### config.mk
export PLATFORM = sky130hd
export DESIGN_NAME = string_tape_port_arbiter
export DESIGN_NICKNAME = d
export VERILOG_FILES = /design/src/rtl/string_tape_port_arbiter_pkg.sv /design/src/rtl/string_tape_port_arbiter_read_pipe.sv /design/src/rtl/string_tape_port_arbiter.sv
export SDC_FILE = /design/constraint.sdc
export NUM_CORES = 1
export LEC_CHECK = 0
export BUFFER_PORTS_ARGS = -buffer_cell sky130_fd_sc_hd__buf_2
export CORE_MARGIN = 2
export CORE_UTILIZATION = 38
export CTS_BUF_LIST = sky130_fd_sc_hd__clkbuf_2
export DETAILED_ROUTE_END_ITERATION = 8
export HOLD_SLACK_MARGIN = 0.02
export PLACE_DENSITY = 0.79
export REMOVE_ABC_BUFFERS = 1
export SLEW_MARGIN = 0
export SYNTH_ARGS = -nofsm -noshare
export SYNTH_HDL_FRONTEND = slang
export SYNTH_SLANG_ARGS = --single-unit
### constraint.sdc
create_clock -name clk -period 1.5 [get_ports clk]
set_input_delay 0.075 -clock clk [delete_from_list [all_inputs] [get_ports clk]]
set_output_delay 0.075 -clock clk [all_outputs]
set_load 0.01 [all_outputs]
### src/rtl/string_tape_port_arbiter_pkg.sv
// Shared types and defaults for the string-tape port arbiter.
package string_tape_port_arbiter_pkg;
   localparam int StringTapeLength = 16384;
   localparam int TapeIndexW       = 14;

   typedef logic [TapeIndexW-1:0] tape_index_t;

   typedef enum logic {
      ST_CLEAR = 1'b0,
      ST_RUN   = 1'b1
   } arb_state_t;
endpackage

### src/rtl/string_tape_port_arbiter_read_pipe.sv
// Read response pipeline: valid/out-of-range shift registers and output data register.
module string_tape_read_pipe #(
   parameter int READ_LATENCY = 1
) (
   input  logic       clk,
   input  logic       rst_n,
   input  logic       accept,
   input  logic       out_of_range,
   input  logic [7:0] ram_dob,
   output logic       rsp_valid,
   output logic [7:0] rsp_data,
   output logic       busy
);
   localparam int Depth = READ_LATENCY + 1;

   logic [Depth-1:0] valid_sr;
   logic [Depth-2:0] oor_sr;

   always_ff @(posedge clk) begin
      if (!rst_n) begin
         valid_sr <= '0;
         oor_sr   <= '0;
         rsp_data <= '0;
      end else begin
         valid_sr[0] <= accept;
         for (int i = 1; i < Depth; i++) valid_sr[i] <= valid_sr[i-1];
         oor_sr[0] <= out_of_range;
         for (int i = 1; i < Depth - 1; i++) oor_sr[i] <= oor_sr[i-1];
         // ram_dob is valid for the request in stage Depth-2; out-of-range reads never touched the BRAM
         if (valid_sr[Depth-2]) rsp_data <= oor_sr[Depth-2] ? 8'h00 : ram_dob;
      end
   end

   assign rsp_valid = valid_sr[Depth-1];
   assign busy      = |valid_sr;
endmodule

### src/rtl/string_tape_port_arbiter.sv
// Shares the dual-port string-tape BRAM between the accumulator, host readback and the clear engine.
// Optional read/write collision monitor: define STRING_TAPE_ARB_COLLISION_CHECK_EN.
//
// state    | meaning
// ST_CLEAR | zeroing two bytes per cycle, writer ignored, no reads
// ST_RUN   | writer owns port A (and B when w_web), reads use idle port B
module string_tape_port_arbiter
   import string_tape_port_arbiter_pkg::*;
#(
   parameter int NUM_WORDS    = StringTapeLength,
   parameter int ADDR_W       = TapeIndexW,
   parameter int READ_LATENCY = 1
) (
   input  logic              clk,
   input  logic              rst_n,
   input  logic              clear,
   output logic              init_done,
   input  logic              w_wea,
   input  logic              w_web,
   input  logic [ADDR_W-1:0] w_addra,
   input  logic [ADDR_W-1:0] w_addrb,
   input  logic [7:0]        w_dia,
   input  logic [7:0]        w_dib,
   input  logic              rd_valid,
   output logic              rd_ready,
   input  logic [ADDR_W-1:0] rd_addr,
   output logic              rsp_valid,
   output logic [7:0]        rsp_data,
   output logic              ram_wea,
   output logic              ram_web,
   output logic [ADDR_W-1:0] ram_addra,
   output logic [ADDR_W-1:0] ram_addrb,
   output logic [7:0]        ram_dia,
   output logic [7:0]        ram_dib,
   input  logic [7:0]        ram_dob,
   output logic              err_write_in_clear,
   output logic              collision
);
   localparam logic [ADDR_W-1:0] LastPair = ADDR_W'(NUM_WORDS - 2);

   arb_state_t        state, state_nxt;
   logic [ADDR_W-1:0] ptr, ptr_nxt;
   logic              clear_pending, pending_nxt;
   logic              writer_active, rd_oor, pipe_busy;

   assign writer_active = w_wea | w_web;
   assign rd_oor        = {1'b0, rd_addr} >= (ADDR_W+1)'(NUM_WORDS);
   assign init_done     = (state == ST_RUN);

   always_ff @(posedge clk) begin
      if (!rst_n) begin
         state         <= ST_CLEAR;
         ptr           <= '0;
         clear_pending <= 1'b0;
      end else begin
         state         <= state_nxt;
         ptr           <= ptr_nxt;
         clear_pending <= pending_nxt;
      end
   end

   always_comb begin
      state_nxt   = state;
      ptr_nxt     = ptr;
      pending_nxt = clear_pending;
      rd_ready    = 1'b0;
      ram_wea     = 1'b0;
      ram_web     = 1'b0;
      ram_addra   = ptr;
      ram_addrb   = ptr + ADDR_W'(1);
      ram_dia     = 8'h00;
      ram_dib     = 8'h00;
      case (state)
         ST_CLEAR: begin
            ram_wea     = 1'b1;
            ram_web     = 1'b1;
            pending_nxt = 1'b0;
            if (clear) begin
               ptr_nxt = '0;
            end else if (ptr == LastPair) begin
               ptr_nxt   = '0;
               state_nxt = ST_RUN;
            end else begin
               ptr_nxt = ptr + ADDR_W'(2);
            end
         end
         ST_RUN: begin
            ram_wea   = w_wea;
            ram_addra = w_addra;
            ram_dia   = w_dia;
            if (w_web) begin
               ram_web   = 1'b1;
               ram_addrb = w_addrb;
               ram_dib   = w_dib;
            end else begin
               ram_addrb = rd_addr;
               rd_ready  = rd_valid & ~clear_pending;
            end
            if (clear) pending_nxt = 1'b1;
            // the writer cannot be stalled, so wait for it to go idle and for reads to drain
            if (clear_pending && !writer_active && !pipe_busy) begin
               state_nxt   = ST_CLEAR;
               ptr_nxt     = '0;
               pending_nxt = 1'b0;
            end
         end
         default: state_nxt = ST_CLEAR;
      endcase
      if (!rst_n) begin
         ram_wea  = 1'b0;
         ram_web  = 1'b0;
         rd_ready = 1'b0;
      end
   end

   always_ff @(posedge clk) begin
      if (!rst_n) err_write_in_clear <= 1'b0;
      else if (state == ST_CLEAR && writer_active) err_write_in_clear <= 1'b1;
   end

   string_tape_read_pipe #(
      .READ_LATENCY(READ_LATENCY)
   ) u_read_pipe (
      .clk          (clk),
      .rst_n        (rst_n),
      .accept       (rd_ready),
      .out_of_range (rd_oor),
      .ram_dob      (ram_dob),
      .rsp_valid    (rsp_valid),
      .rsp_data     (rsp_data),
      .busy         (pipe_busy)
   );

`ifdef STRING_TAPE_ARB_COLLISION_CHECK_EN
   logic              prev_wea;
   logic [ADDR_W-1:0] prev_addra;

   always_ff @(posedge clk) begin
      if (!rst_n) begin
         collision  <= 1'b0;
         prev_wea   <= 1'b0;
         prev_addra <= '0;
      end else begin
         prev_wea   <= ram_wea;
         prev_addra <= ram_addra;
         if (rd_ready && ((w_wea && w_addra == rd_addr) || (prev_wea && prev_addra == rd_addr)))
            collision <= 1'b1;
      end
   end
`else
   assign collision = 1'b0;
`endif
endmodule

==> results.md, run 1 <==
- Status: complete, but fails checks
- Failing checks: negative setup slack
- NetSw: 0.319 mW
- Vias in the first global route: 2,055
- Synth cell types: 47
- Crit. End Element: register
- Met2 routed WL: 3.38 mm
- CTS root buf: clkbuf_2
- H-tree Lvls: 1
- First-pass DRT Iterations: 4
- Sw Ratio: 25.9%
- WL final: 6.29 mm
- Layout cells sized above 1: 55.0%
- Max Cap Viol: 0
- Placed Area: 0.00257 mm²
- Core Util, Final: 68.6%
- Avg WL per Cell: 14.6 µm
- Commonest cells after routing, fill and taps aside: 119 x buf_2, 30 x buf_4, 23 x mux2i_1, 21 x nor2_1, 18 x dfxtp_1
- Leak: 1.54 nW
- CP arrival: 1.80 ns
- Max Slew Vio Count: 0
- Startpoint Class: register
- Final worst slack: -0.0436 ns
- Final Setup Violations: 5
- Top routing layer in use: met4
- Register bit total from synthesis: 26
- Most common cell after layout, fill and taps aside: buf_2
- Setup Skew: 0.0178 ns
- I/O pin total: 131
- VDD IR max: 513 µV
- Clk Latency, worst-skew pair: 0.36 ns
- CTS max path bufs: 2
- Effective utilization at floorplan: 40.1%
- Die X-Extent: 72.5 µm
- Total GRT Usage: 21.1%
- Setup crit start: ptr[1]$_SDFFE_PN0N_
- Die area: 0.00525 mm²
- Clock group share of total power: 22.3%
- EDFF count, synth: 0
- F_max: 648 MHz
- Worst hold margin: 0.0816 ns
- CTS tree: yes
- Nets: 454
- Drt initial violations: 90
- Mapped cell area: 0.00178 mm²
- Hold Startpoint: w_web
- PortBufs: 129
- Met3 wire length: 530 µm
- Routability cong.: 0.825
- DRT antenna net count: 0
- Post-synthesis sequential area ratio: 29.2%
- Logic pwr share: 20.8%
- Final min period: 1.54 ns
- Chip Height: 72.5 µm
- Int Pwr: 0.912 mW
- Row cnt: 24
- P per Cell Area: 404 mW/mm²
- Clock slew at reported path FFs: 0.24 ns
- Required @ worst endpoint: 1.76 ns
- DR vias: 2,265
- Routed vias/inst: 5.24
- Initial antenna violation count: 0
- Kind of critical path: register to register
- Routed length on met1: 2.36 mm
- Global-route wire length before repair: 8.96 mm
- GR Overflow Total: 0
- Final Hold Vio Count: 0
- RSZ-0062 raised after global routing: yes
- Antenna cells: 0
- Synthesized netlist cell count: 221
- Ys Warns: 0
- Clock sink count: 26
- Synth Area per Inst: 8.06 µm²
- CTS buffer count: 3
- CP max FO: 3
- Final period util: 103%
- Final HPWL DP: 3.86 mm
- Hold Crit Class: input port to register
- Largest net degree at the start of global routing: 34
- Core Region: 0.00444 mm²
- Ys async rst share: 0%
- Worst slack at placement: -0.0213 ns
- R2r startpoint: ptr[1]$_SDFFE_PN0N_
- Area Growth Syn to Fin: 71.2%
- Final instance area: 0.00305 mm²
- DRC viols: 0
- Fraction of power consumed by sequential logic: 56.9%
- Main synth FF type: dfxtp_1
[sequential cells by signal (all words and copies together) (netlist names)]
name	flops
clear_pending	1
err_write_in_clear	1
init_done	1
ptr	13
u_read_pipe.rsp_data	8
u_read_pipe.valid_sr	2
[kinds of logic (layout without fill, tap and decap cells)]
logic type / after synthesis / after routing / share of synthesized area, %
simple gates: 90 / 91 / 27.5
compound gates: 42 / 42 / 14.5
mux: 34 / 34 / 19.9
flops: 26 / 26 / 29.2
buf+inv: 25 / 183 / 6.96
xor+xnor: 2 / 2 / 0.984
fa+ha+maj: 1 / 1 / 0.703
other cells: 1 / 1 / 0.211
[cell usage after synthesis (6+ instances only)]
| cell type | count | area share [%] |
|---|---|---|
| dfxtp_1 | 26 | 29 |
| mux2i_1 | 23 | 13 |
| nor2_1 | 22 | 4.6 |
| a21oi_1 | 13 | 3.7 |
| and2_1 | 11 | 3.9 |
| mux2_2 | 11 | 7.0 |
| nand2_1 | 11 | 2.3 |
| and3_1 | 9 | 3.2 |
| clkbuf_1 | 9 | 1.9 |
| nor2b_1 | 9 | 3.2 |
| o21ai_0 | 9 | 2.5 |
| nand3_1 | 8 | 2.2 |
| a31oi_1 | 6 | 2.1 |
[power groups by stage]
stage / Sequential [mW] / Combinational (mW) / Clock, mW
after floorplan: 0.716 / 0.0632 / 0
after global placement: 0.713 / 0.195 / 0
after detailed placement: 0.714 / 0.202 / 0
after CTS: 0.699 / 0.237 / 0.275
after global routing: 0.702 / 0.280 / 0.300
final: 0.700 / 0.256 / 0.275
[area by class of cell]
| class | count | area, µm² |
|---|---|---|
| fill | 361 | 1400 |
| timing repair buffer | 174 | 1140 |
| clock buffer | 3 | 15.0 |
| clock inverter | 1 | 3.75 |
| multi-input combinational | 171 | 1270 |
| sequential | 26 | 533 |
| tap | 52 | 65.1 |
| inverter | 5 | 18.8 |
[worst max-delay path: stages (launching register included)]
cell     delay (ns)
dfxtp_2        0.42
buf_6          0.11
nand4_1        0.16
buf_4          0.21
or2_2          0.30
o41ai_2        0.25
[through the flow]
stage               TNS (ns)  instances  power (mW)
floorplan             -24.96        201       0.779
global placement           0        405       0.909
detailed placement   -0.0323        405       0.916
CTS                   -0.185        427        1.21
global route           -1.96        432        1.28
finish                -0.175        432        1.23
[path summary, 6_finish.rpt]
path / endpoint / slack, ns / depth (start not counted)
setup / recovery: init_done$_SDFF_PN0_ / -0.04 / 5
hold / removal: err_write_in_clear$_SDFFE_PN0P_ / 0.08 / 4
setup reg to reg: init_done$_SDFF_PN0_ / -0.04 / 5
hold reg to reg: err_write_in_clear$_SDFFE_PN0P_ / 0.51 / 1
[metal layers]
metal	vias up	GRT usage, %
met2	121	41.8
met4	0	5.35
met3	2	4.72
met5	-	0
met1	1040	22.2
li1	1102	-
[repair_timing]
action	CTS	global route
pin swaps	2	8
setup buffers	5	5
gates cloned	3	0
endpoints found under the setup margin	22	56
resized for setup	23	30
hold endpoints to repair	10	0
hold buffers	10	0
No activity file was read; power rests on OpenSTA's default activity.
==> run 2: changes to the inputs <==
--- a/config.mk
+++ b/config.mk
@@ -5,13 +5,14 @@
 export SDC_FILE = /design/constraint.sdc
 export NUM_CORES = 1
 export LEC_CHECK = 0
+export ABC_AREA = 1
 export BUFFER_PORTS_ARGS = -buffer_cell sky130_fd_sc_hd__buf_2
 export CORE_MARGIN = 2
-export CORE_UTILIZATION = 38
+export CORE_UTILIZATION = 37
 export CTS_BUF_LIST = sky130_fd_sc_hd__clkbuf_2
 export DETAILED_ROUTE_END_ITERATION = 8
 export HOLD_SLACK_MARGIN = 0.02
-export PLACE_DENSITY = 0.79
+export PLACE_DENSITY = 0.78
 export REMOVE_ABC_BUFFERS = 1
 export SLEW_MARGIN = 0
 export SYNTH_ARGS = -nofsm -noshare
==> run 2 against run 1 <==
Net effect: the flow still finishes with violations (negative setup slack); routed wire length is 1.6% higher; sequential power hardly changed; area after synthesis shrank 3.3%; power decreased by 6.4%; synthesized cell count rose by 32%; critical path depth is 1 higher; global-route usage decreased by 0.59 points; register-to-register slack better by 0.14 ns; critical endpoint is now ram_addrb[7].
==> results.md, run 2 <==
- Routability cong.: 0.847 (+2.7%)
- CTS tree: yes
- Hold Crit Class: input port to register
- Chip Height: 72.2 µm (-0.32%)
- I/O pin total: 131 (unchanged)
- Ys Warns: 0 (unchanged)
- Layout cells sized above 1: 43.6% (-11 points)
- Register bit total from synthesis: 26 (unchanged)
- DRT antenna net count: 0 (unchanged)
- DR vias: 2,367 (+4.5%)
- Synth cell count leaders: 101 x nand2_1, 44 x nor2_1, 39 x inv_1
- Clock slew at reported path FFs: 0.21 ns (-0.03 ns)
- CTS root buf: clkbuf_2
- Final Total Pwr: 1.15 mW (-6.4%)
- Critical-path cell list: inv_4 -> nor2_4 -> buf_6 -> nand2_2 -> nand3_2 -> buf_6
- DRC viols: 0 (unchanged)
- Area Growth Syn to Fin: 65.0%
- Vias in the first global route: 2,046 (-0.44%)
- Cell with the most instances after synthesis: nand2_1
- Global-route wire length before repair: 8.75 mm (-2.3%)
- VDD IR max: 512 µV (-0.35%)
- Core Region: 0.00441 mm² (-0.68%)
- Routed vias/inst: 4.83 (-7.9%)
- Avg WL per Cell: 13.0 µm (-10%)
- Final worst slack: -0.00367 ns (+0.0400 ns)
- Crit-path most repeated cell: buf_6
- GR Overflow Total: 0 (unchanged)
- Kind of critical path: register to primary output
- Die area: 0.00522 mm² (-0.65%)
- Largest register by flop count: ptr
- Ys async rst share: 0% (unchanged)
- CTS buffer count: 3 (unchanged)
- Fillcell total: 365 (+1.1%)
- Failing checks: negative setup slack
- Leak: 1.72 nW (+12%)
- Final min period: 1.50 ns (-0.0400 ns)
- Critical path buffers and inverters: 3 (+1)
- Row cnt: 24 (unchanged)
- Commonest cells after routing, fill and taps aside: 117 x buf_2, 89 x nand2_1, 43 x nor2_1, 36 x inv_1, 23 x dfxtp_1
- Mapped cell area: 0.00172 mm² (-3.3%)
- Slowest CP cell: dfxtp_4
- Crit. End Element: primary output
- Post-synth top area share: 30.2% (+1.0 points)
- Total GRT Usage: 20.5% (-0.59 points)
- Effective utilization at floorplan: 39.0% (-1.1 points)
- RSZ-0062 raised after global routing: yes
- Final period util: 100% (-2.7 points)
- Synth cell types: 26 (-45%)
- Largest net degree at the start of global routing: 27 (-21%)
- Cell taking the most area after synthesis: dfxtp_1
- Clock sink count: 26 (unchanged)
- Die X-Extent: 72.2 µm (-0.32%)
- Worst slack at placement: 0.167 ns (+0.188 ns)
- CTS max path bufs: 2 (unchanged)
- First-pass DRT Iterations: 5 (+1)
- Initial antenna violation count: 0 (unchanged)
- Synthesized netlist cell count: 292 (+32%)
- Max Cap Viol: 0 (unchanged)
- Ranking of synthesized cells by area: dfxtp_1 30%, nand2_1 22%, nor2_1 9.6%
- Final HPWL DP: 4.25 mm (+10%)
- PortBufs: 129 (unchanged)
- EDFF count, synth: 0 (unchanged)
- Antenna cells: 0 (unchanged)
- Final Hold Vio Count: 0 (unchanged)
- Largest regs: ptr: 13 flops, u_read_pipe.rsp_data: 8 flops, u_read_pipe.valid_sr: 2 flops
- Main synth FF type: dfxtp_1
- Max reg flops: 13 (unchanged)
- Final setup TNS: -0.00367 ns (+0.171 ns)
- Drt initial violations: 141 (+57%)
- WL final: 6.39 mm (+1.6%)
- Status: complete, but fails checks
- Startpoint Class: register
- F_max: 665 MHz (+2.7%)
- P per Cell Area: 405 mW/mm² (+0.38%)
- Nets: 513 (+13%)
- Crit-path leading delay family: flip-flops
- Final Setup Violations: 1 (-4)
- Worst hold margin: 0.123 ns (+0.0412 ns)
- H-tree Lvls: 1 (unchanged)
- CP arrival: 1.43 ns (-0.37 ns)
- Setup Skew: 0.0307 ns (+0.0130 ns)
- Post-synthesis sequential area ratio: 30.2% (+1.0 points)
- Required @ worst endpoint: 1.42 ns (-0.34 ns)
- Worst path max stage delay: 0.45 ns (+0.03 ns)
- CP max FO: 6 (+3)
- Synth Area per Inst: 5.90 µm² (-27%)
- Clk Latency, worst-skew pair: 0.35 ns (about the same)
- Max Slew Vio Count: 0 (unchanged)
- Most common cell after layout, fill and taps aside: buf_2
[run 2: cell count changes in the layout (fill, tap and decap cells not counted), sizes merged, moves of 3 or more]
cell / delta
nand2: +95
inv: +34
nor2: +29
mux2i: -23
buf: -22
nand3: +14
a21oi: -11
mux2: -11
and2: -10
and3: -10
nor2b: -9
a31oi: -6
o21ai: +6
xor2: +3
[run 2: what timing repair did]
| action | 4_1_cts | 5_1_grt |
|---|---|---|
| gates resized for setup | 8 | 51 |
| buffers inserted | 1 | 2 |
| cloned | 0 | 3 |
| endpoints found under the hold margin | 12 | 0 |
| setup endpoints to repair | 15 | 24 |
| hold buffers | 11 | 0 |
| pin swaps | 0 | 5 |
[run 2: area by class of cell]
cell class,instances,area [µm²],share of cell area [%]
sequential,26,527,18.5
clock buffer,3,15.0,0.528
multi-input combinational,217,1120,39.3
tap,52,65.1,2.29
inverter,39,149,5.24
timing repair buffer,153,970,34.1
[run 2: power by group]
group / internal (mW) / switching (mW)
sequential: 0.697 / 0.00505
clock: 0.0544 / 0.200
combinational: 0.111 / 0.0857
[run 2: per-layer routing]
| metal | part of all wire (%) | track usage (%) | vias up |
|---|---|---|---|
| li1 | - | - | 1189 |
| met1 | 39 | 23.6 | 1053 |
| met2 | 52 | 38.7 | 109 |
| met3 | 5.8 | 2.50 | 16 |
| met4 | 2.9 | 7.13 | 0 |
| met5 | 0 | 0 | - |
[run 2: through the flow]
| stage | utilization (%) | cells | cell area, µm² |
|---|---|---|---|
| 2_1_floorplan | - | 282 | 1670 |
| 3_3_place_gp | 55.1 | 470 | 2430 |
| 3_5_place_dp | 55.1 | 470 | 2430 |
| 4_1_cts | 58.8 | 485 | 2590 |
| 5_1_grt | 64.4 | 490 | 2840 |
| 6_report | 64.4 | 490 | 2840 |
[run 2: final timing paths]
path                   startpoint                              end  slack [ns]  cells past startpoint
max          init_done$_SDFF_PN0_                     ram_addrb[7]      -0.004                      6
min                         w_wea  err_write_in_clear$_SDFFE_PN0P_        0.12                      5
max reg2reg   ptr[1]$_SDFFE_PN0N_             ptr[13]$_SDFFE_PN0N_        0.10                      9
min reg2reg   ptr[2]$_SDFFE_PN0N_              ptr[2]$_SDFFE_PN0N_        0.51                      2
[run 2: cells by family (layout without fill, tap and decap cells)]
family / Yosys count / in the layout / share of synthesized area, %
buffers and inverters: 49 / 195 / 11.5
AO/OA/AOI/OAI: 22 / 22 / 7.63
adder cells (fa/ha/maj): 1 / 1 / 0.727
other: 1 / 1 / 0.218
AND/OR/NAND/NOR: 188 / 188 / 47.2
XOR/XNOR: 5 / 5 / 2.54
flip-flops: 26 / 26 / 30.2
[run 2: worst register-to-register path: stages, from the launching register on]
cell     delay [ns]
dfxtp_1        0.44
ha_1           0.19
nand2_1        0.12
nor2_4         0.15
nand2_2        0.08
nor2_2         0.11
nand3_1        0.08
nand2_1        0.08
nand2_1        0.06
nor2_2         0.07
